<file path="config.mk">
export PLATFORM = sky130hd
export DESIGN_NAME = bpu_gshare_flat
export DESIGN_NICKNAME = d
export VERILOG_FILES = /design/src/rtl/bpu_gshare_if.sv /design/src/rtl/bpu_gshare.sv /design/src/flat_wrapper.sv
export SDC_FILE = /design/constraint.sdc
export NUM_CORES = 2
export LEC_CHECK = 0
export CORE_MARGIN = 2
export CORE_UTILIZATION = 40
export CTS_CLUSTER_SIZE = 30
export DETAILED_ROUTE_END_ITERATION = 7
export HOLD_SLACK_MARGIN = 0.15
export MAX_ROUTING_LAYER = met4
export SETUP_SLACK_MARGIN = 0.02
export SLEW_MARGIN = 20
export SYNTH_ARGS = -nofsm -noshare
export SYNTH_HDL_FRONTEND = slang
export SYNTH_SLANG_ARGS = --single-unit
</file>
<file path="constraint.sdc">
create_clock -name clk -period 17.8 [get_ports clk]
set_clock_uncertainty 0.05 [all_clocks]
set_input_delay 3.56 -clock clk [delete_from_list [all_inputs] [get_ports clk]]
set_output_delay 3.56 -clock clk [all_outputs]
set_load 0.1 [all_outputs]
</file>
<file path="src/rtl/bpu_gshare_if.sv">
// Fetch/resolve signal bundle between the pipeline and the gshare branch predictor.
// master = pipeline side (fetch + EX), slave = predictor.
interface bpu_gshare_if #(
  parameter int unsigned XLEN  = 32,
  parameter int unsigned GHR_W = 8,
  parameter int unsigned CNT_W = 32
);
  logic             fetch_valid;
  logic [XLEN-1:0]  pc;
  logic [XLEN-1:0]  predicted_pc;
  logic             prediction_taken;
  logic             prediction_valid;
  logic [GHR_W-1:0] ghr_out;
  logic             resolve_valid;
  logic [XLEN-1:0]  resolve_pc;
  logic             resolve_taken;
  logic [XLEN-1:0]  resolve_target;
  logic [GHR_W-1:0] resolve_ghr;
  logic [XLEN-1:0]  resolve_pred_pc;
  logic             mispredict;
  logic [XLEN-1:0]  redirect_pc;
  logic [CNT_W-1:0] branch_count;
  logic [CNT_W-1:0] mispredict_count;

  modport master (
    output fetch_valid, pc, resolve_valid, resolve_pc, resolve_taken, resolve_target,
           resolve_ghr, resolve_pred_pc,
    input  predicted_pc, prediction_taken, prediction_valid, ghr_out, mispredict, redirect_pc,
           branch_count, mispredict_count
  );

  modport slave (
    input  fetch_valid, pc, resolve_valid, resolve_pc, resolve_taken, resolve_target,
           resolve_ghr, resolve_pred_pc,
    output predicted_pc, prediction_taken, prediction_valid, ghr_out, mispredict, redirect_pc,
           branch_count, mispredict_count
  );
endinterface

</file>
<file path="src/rtl/bpu_gshare.sv">
// Gshare/bimodal branch predictor: 2-bit PHT, tagged BTB, speculative GHR with
// checkpoint recovery, in-block mispredict detection and saturating perf counters.
module bpu_gshare #(
  parameter int unsigned XLEN       = 32,
  parameter int unsigned GHR_W      = 8,
  parameter int unsigned PHT_IDX_W  = 8,
  parameter int unsigned BTB_IDX_W  = 4,
  parameter bit          USE_GSHARE = 1'b1,
  parameter int unsigned CNT_W      = 32
) (
  input logic         clk,
  input logic         rst,
  bpu_gshare_if.slave bus
);
  localparam int unsigned PhtEntries = 2 ** PHT_IDX_W;
  localparam int unsigned BtbEntries = 2 ** BTB_IDX_W;
  localparam int unsigned TagW       = XLEN - BTB_IDX_W - 2;

  logic [1:0]            pht_q        [PhtEntries];
  logic [BtbEntries-1:0] btb_valid_q;
  logic [TagW-1:0]       btb_tag_q    [BtbEntries];
  logic [XLEN-1:0]       btb_target_q [BtbEntries];
  logic [GHR_W-1:0]      ghr_q;
  logic [CNT_W-1:0]      branch_count_q;
  logic [CNT_W-1:0]      mispredict_count_q;

  function automatic logic [PHT_IDX_W-1:0] pidx(input logic [XLEN-1:0]  p,
                                                input logic [GHR_W-1:0] h);
    logic [PHT_IDX_W-1:0] idx;
    idx = p[PHT_IDX_W+1:2];
    if (USE_GSHARE) idx = idx ^ PHT_IDX_W'(h);
    return idx;
  endfunction

  logic [BTB_IDX_W-1:0] f_bidx;
  logic [BTB_IDX_W-1:0] r_bidx;
  logic [PHT_IDX_W-1:0] f_pidx;
  logic [PHT_IDX_W-1:0] r_pidx;
  logic                 hit;
  logic                 taken_pred;
  logic                 res_live;
  logic                 mispredict;
  logic [XLEN-1:0]      pc_plus4;
  logic [XLEN-1:0]      actual_pc;

  // Lookup reads only registered state, so a same-cycle resolve is invisible here.
  always_comb begin
    f_bidx     = bus.pc[BTB_IDX_W+1:2];
    r_bidx     = bus.resolve_pc[BTB_IDX_W+1:2];
    f_pidx     = pidx(bus.pc, ghr_q);
    r_pidx     = pidx(bus.resolve_pc, bus.resolve_ghr);
    hit        = bus.fetch_valid & ~rst & btb_valid_q[f_bidx] &
                 (btb_tag_q[f_bidx] == bus.pc[XLEN-1:BTB_IDX_W+2]);
    taken_pred = hit & pht_q[f_pidx][1];
    pc_plus4   = bus.pc + XLEN'(4);
    actual_pc  = bus.resolve_taken ? bus.resolve_target : bus.resolve_pc + XLEN'(4);
    res_live   = bus.resolve_valid & ~rst;
    mispredict = res_live & (actual_pc != bus.resolve_pred_pc);
  end

  assign bus.prediction_valid = hit;
  assign bus.prediction_taken = taken_pred;
  assign bus.predicted_pc     = taken_pred ? btb_target_q[f_bidx] : pc_plus4;
  assign bus.ghr_out          = rst ? '0 : ghr_q;
  assign bus.mispredict       = mispredict;
  assign bus.redirect_pc      = res_live ? actual_pc : '0;
  assign bus.branch_count     = branch_count_q;
  assign bus.mispredict_count = mispredict_count_q;

  always_ff @(posedge clk) begin
    if (rst) begin
      for (int i = 0; i < int'(PhtEntries); i++) pht_q[i] <= 2'b01;
      btb_valid_q        <= '0;
      ghr_q              <= '0;
      branch_count_q     <= '0;
      mispredict_count_q <= '0;
    end else begin
      if (bus.resolve_valid) begin
        if (bus.resolve_taken) begin
          if (pht_q[r_pidx] != 2'b11) pht_q[r_pidx] <= pht_q[r_pidx] + 2'b01;
          btb_valid_q[r_bidx]  <= 1'b1;
          btb_tag_q[r_bidx]    <= bus.resolve_pc[XLEN-1:BTB_IDX_W+2];
          btb_target_q[r_bidx] <= bus.resolve_target;
        end else if (pht_q[r_pidx] != 2'b00) begin
          pht_q[r_pidx] <= pht_q[r_pidx] - 2'b01;
        end
        if (branch_count_q != '1) branch_count_q <= branch_count_q + 1'b1;
        if (mispredict && (mispredict_count_q != '1)) begin
          mispredict_count_q <= mispredict_count_q + 1'b1;
        end
      end
      // Recovery from the resolved checkpoint beats the speculative shift.
      if (mispredict) begin
        ghr_q <= {bus.resolve_ghr[GHR_W-2:0], bus.resolve_taken};
      end else if (hit) begin
        ghr_q <= {ghr_q[GHR_W-2:0], taken_pred};
      end
    end
  end
endmodule

</file>
<file path="src/flat_wrapper.sv">
// flat-port wrapper written by rule: the top's interface ports become plain ports
module bpu_gshare_flat 
#(
  parameter int unsigned XLEN       = 32,
  parameter int unsigned GHR_W      = 8,
  parameter int unsigned PHT_IDX_W  = 8,
  parameter int unsigned BTB_IDX_W  = 4,
  parameter bit          USE_GSHARE = 1'b1,
  parameter int unsigned CNT_W      = 32
)
  (clk, rst, bus_fetch_valid, bus_pc, bus_resolve_valid, bus_resolve_pc, bus_resolve_taken, bus_resolve_target, bus_resolve_ghr, bus_resolve_pred_pc, bus_predicted_pc, bus_prediction_taken, bus_prediction_valid, bus_ghr_out, bus_mispredict, bus_redirect_pc, bus_branch_count, bus_mispredict_count);
  bpu_gshare_if #(.XLEN(XLEN), .GHR_W(GHR_W), .CNT_W(CNT_W)) bus_i ();
  input logic clk;
  input logic rst;
  input wire logic [$bits(bus_i.fetch_valid)-1:0] bus_fetch_valid;
  input wire logic [$bits(bus_i.pc)-1:0] bus_pc;
  input wire logic [$bits(bus_i.resolve_valid)-1:0] bus_resolve_valid;
  input wire logic [$bits(bus_i.resolve_pc)-1:0] bus_resolve_pc;
  input wire logic [$bits(bus_i.resolve_taken)-1:0] bus_resolve_taken;
  input wire logic [$bits(bus_i.resolve_target)-1:0] bus_resolve_target;
  input wire logic [$bits(bus_i.resolve_ghr)-1:0] bus_resolve_ghr;
  input wire logic [$bits(bus_i.resolve_pred_pc)-1:0] bus_resolve_pred_pc;
  output wire logic [$bits(bus_i.predicted_pc)-1:0] bus_predicted_pc;
  output wire logic [$bits(bus_i.prediction_taken)-1:0] bus_prediction_taken;
  output wire logic [$bits(bus_i.prediction_valid)-1:0] bus_prediction_valid;
  output wire logic [$bits(bus_i.ghr_out)-1:0] bus_ghr_out;
  output wire logic [$bits(bus_i.mispredict)-1:0] bus_mispredict;
  output wire logic [$bits(bus_i.redirect_pc)-1:0] bus_redirect_pc;
  output wire logic [$bits(bus_i.branch_count)-1:0] bus_branch_count;
  output wire logic [$bits(bus_i.mispredict_count)-1:0] bus_mispredict_count;
  assign bus_i.fetch_valid = bus_fetch_valid;
  assign bus_i.pc = bus_pc;
  assign bus_i.resolve_valid = bus_resolve_valid;
  assign bus_i.resolve_pc = bus_resolve_pc;
  assign bus_i.resolve_taken = bus_resolve_taken;
  assign bus_i.resolve_target = bus_resolve_target;
  assign bus_i.resolve_ghr = bus_resolve_ghr;
  assign bus_i.resolve_pred_pc = bus_resolve_pred_pc;
  assign bus_predicted_pc = bus_i.predicted_pc;
  assign bus_prediction_taken = bus_i.prediction_taken;
  assign bus_prediction_valid = bus_i.prediction_valid;
  assign bus_ghr_out = bus_i.ghr_out;
  assign bus_mispredict = bus_i.mispredict;
  assign bus_redirect_pc = bus_i.redirect_pc;
  assign bus_branch_count = bus_i.branch_count;
  assign bus_mispredict_count = bus_i.mispredict_count;
  bpu_gshare #(.XLEN(XLEN), .GHR_W(GHR_W), .PHT_IDX_W(PHT_IDX_W), .BTB_IDX_W(BTB_IDX_W), .USE_GSHARE(USE_GSHARE), .CNT_W(CNT_W)) u_core (.clk(clk), .rst(rst), .bus(bus_i));
endmodule
</file>
==> metrics.cfg <==
[floorplan]
fp.dieH_um=421
fp.dieW_um=421
coreArea_um2=173000
rows=153
fp.dieArea_um2=178000
io_pins=280
start_util_pct=40.2

[pwr]
power.share.combinational_pct=12.3
seqPwrFrac_pct=47.9
peakVddDrop_mv=0.110
leakagePower_nw=24.2
p_per_area_nw_per_um2=103
p_sw_mw=2.21
internal_power_mw=6.11
pwr-share-clk_pct=39.8
swShare_pct=26.6

[grt]
grt_pass1_wl_um=334000
use_met1_pct=33.0
grt_usage_pct=27.0
antenna_found_initial=22
met3_usage_pct=6.43
grt_pass1_vias=44200
grt_max_degree=129
grt-ovfl-total=0
use_met2_pct=42.7
busiest_layer=met2

[critical_path]
required_ps=14190
rrSetupSlack_ps=12150
critical_path_class=in -> out
arrival_ps=9830
crit_chain=buf_8 -> buf_4 -> buf_4 -> mux4_2 -> mux2i_1 -> a2bb2oi_1 -> mux2i_1 -> nor4_1 -> nand4_1 -> nor3_1 -> a21bo_4 -> mux2_2 -> clkdlybuf4s50_1
max_stage_delay_ps=1130
cp-end-kind=primary output
cp_max_fo=54
worstSetupStartpointType=input port
cpMaxStageDelayCell=clkdlybuf4s50_1

[sta]
max_freq_mhz=74.4
tightest_slew_ps=1270
finalHoldViolations=0
rsz0062_at_grt=no
finalSetupTns_ps=0
worst_slack_ps=4360
setup_viol=0
relSlewSlack_pct=15.0
holdWs_ps=400
period_share_pct=75.5
timing.final.max_slew_violations=0
fin_crit_ps=13440

[synthesis]
syn_inst=4489
synth_top_area_cell=edfxtp_1
yosys_warnings=0
synthTopCellsByArea=edfxtp_1 (62%), mux4_2 (15%), dfxtp_1 (2.5%), nand2_1 (2.2%), nor4_1 (2.1%)
synth_area_um2=69700
synth-main-ff-cell=edfxtp_1
synth_edf_count=1440
syn_nets=4637
ys_seq_elements=1528
yosysSeqAreaShare_pct=64.6
yosysUniqueCellTypes=78
synth_async_sr_flop_share_pct=0
yosys.area.top_type_share_pct=62.0
avgSynthCellArea_um2=15.5

[place]
gp_congestion=0.937
port_buffers=279
dpl_worst_slack_ps=4100
dp.final_hpwl_um=146000

[cells_and_area]
drive_gt1_share_pct=20.6
syn_to_final_growth_pct=15.4
fin_util_pct=46.4
nets=4846

[routing]
ant_nets=0
drtPass1Iterations=6
wl_um=238000
vias=45300
drc=0
wl_per_cell_um=33.1
routed_via_density=6.32
drt_iter0_drc=6161

[flow_run]
cap_viol_max_count=0

[clock_network]
clockBufferDepth=3
clk_latency_ps=830
cts_root_buffer=clkbuf_16
cts_inserted_buffers=160
cts_tree=built
cts_sinks=1528
cts_resized=0
cts_setup_buffers=0
htreeDepth=4
cts_hold_buf=0
clk_pin_slew_ps=60

[hold_path]
hold_path.class=reg -> reg

[status]
status=finished, final reports clean

-- metrics by stage --
stage / std cells / power, mW / cell area, um2
after floorplan: 4489 / 4.69 / 69700
after global placement: 6861 / 5.06 / 75200
after detailed placement: 6861 / 5.06 / 75200
after CTS: 7147 / 8.33 / 80300
after global routing: 7160 / 8.53 / 80400
final: 7169 / 8.32 / 80400
-- state kept, by name, indices dropped and copies added (netlist names) --
register                     cells
u_core.btb_target_q            512
u_core.btb_tag_q               416
u_core.ghr_q                     8
u_core.bus.branch_count         32
u_core.bus.mispredict_count     32
u_core.btb_valid_q              16
u_core.pht_q                   512
-- power by group through the flow --
stage               sequential [mW]  combinational, mW  clock (mW)
floorplan                      4.06              0.637           0
global placement               4.06              0.993           0
detailed placement             4.06              0.999           0
CTS                            3.99               1.00        3.35
global route                   3.99               1.05        3.49
finish                         3.99               1.02        3.31
-- cells by family after synthesis --
logic type	synth area share (%)
adder cells (fa/ha/maj)	0.126
XOR/XNOR	2.10
AND/OR/NAND/NOR	8.64
AO/OA/AOI/OAI	4.93
flip-flops	64.6
multiplexers	16.9
buffers and inverters	2.78
-- cells in the mapped netlist, types with 40 or more instances --
library cell,instances
nand2_1,403
clkbuf_1,253
mux4_2,460
nor4_1,236
nand3_1,79
a21oi_1,60
o21ai_0,294
xor2_1,87
nor2_1,213
xnor2_1,74
edfxtp_1,1440
nor3_1,59
nand4_1,40
dfxtp_1,88
mux2i_1,90
buf_2,79
-- path summary, 6_finish.rpt --
kind | cells past startpoint | startpoint | to
max | 13 | bus_pc[2] | bus_predicted_pc[24]
max reg2reg | 9 | u_core.pht_q[176][1]$_SDFFCE_PN0P_ | u_core.pht_q[108][0]$_SDFFCE_PN1P_
min | 1 | u_core.btb_valid_q[3]$_SDFFE_PP0P_ | u_core.btb_valid_q[3]$_SDFFE_PP0P_
min reg2reg | 1 | u_core.btb_valid_q[3]$_SDFFE_PP0P_ | u_core.btb_valid_q[3]$_SDFFE_PP0P_
-- critical path, delay by kind of cell --
family	cells	cell delay, ps
AOI/OAI and AO/OA	2	680
buffers and inverters	4	3080
muxes	4	1240
and+or+nand+nor	3	1150
-- metal layers --
metal | routed length [um] | up-vias
met3 | 23400 | 613
met1 | 86900 | 23500
met4 | 12300 | 0
met2 | 115000 | 2828
li1 | - | 18400
met5 | 0 | -
-- final cells by class --
class                   count  area [um2]
diodes                     22        55.1
clock buffers             212        4290
clock inverters            74         862
fillers                 15100       93000
inverters                  30         120
multi-input cells        2530       23100
flip-flops and latches   1528       45000
well taps                2325        2910
repair buffers            448        4090
-- layout by cell type, fill, tap and decap left out, drive strengths merged, types with 37 or more instances in the layout --
| cell type | count |
|---|---|
| dfxtp | 88 |
| xnor2 | 75 |
| nor4 | 243 |
| mux2i | 91 |
| nand3 | 86 |
| clkdlybuf4s50 | 273 |
| or3 | 37 |
| clkbuf | 212 |
| mux4 | 462 |
| xor2 | 88 |
| nor3 | 59 |
| clkinv | 56 |
| nor2 | 214 |
| buf | 175 |
| mux2 | 37 |
| nand4 | 40 |
| a21oi | 60 |
| o21ai | 297 |
| nand2 | 403 |
| edfxtp | 1440 |
No activity file was read; power rests on OpenSTA's default activity.
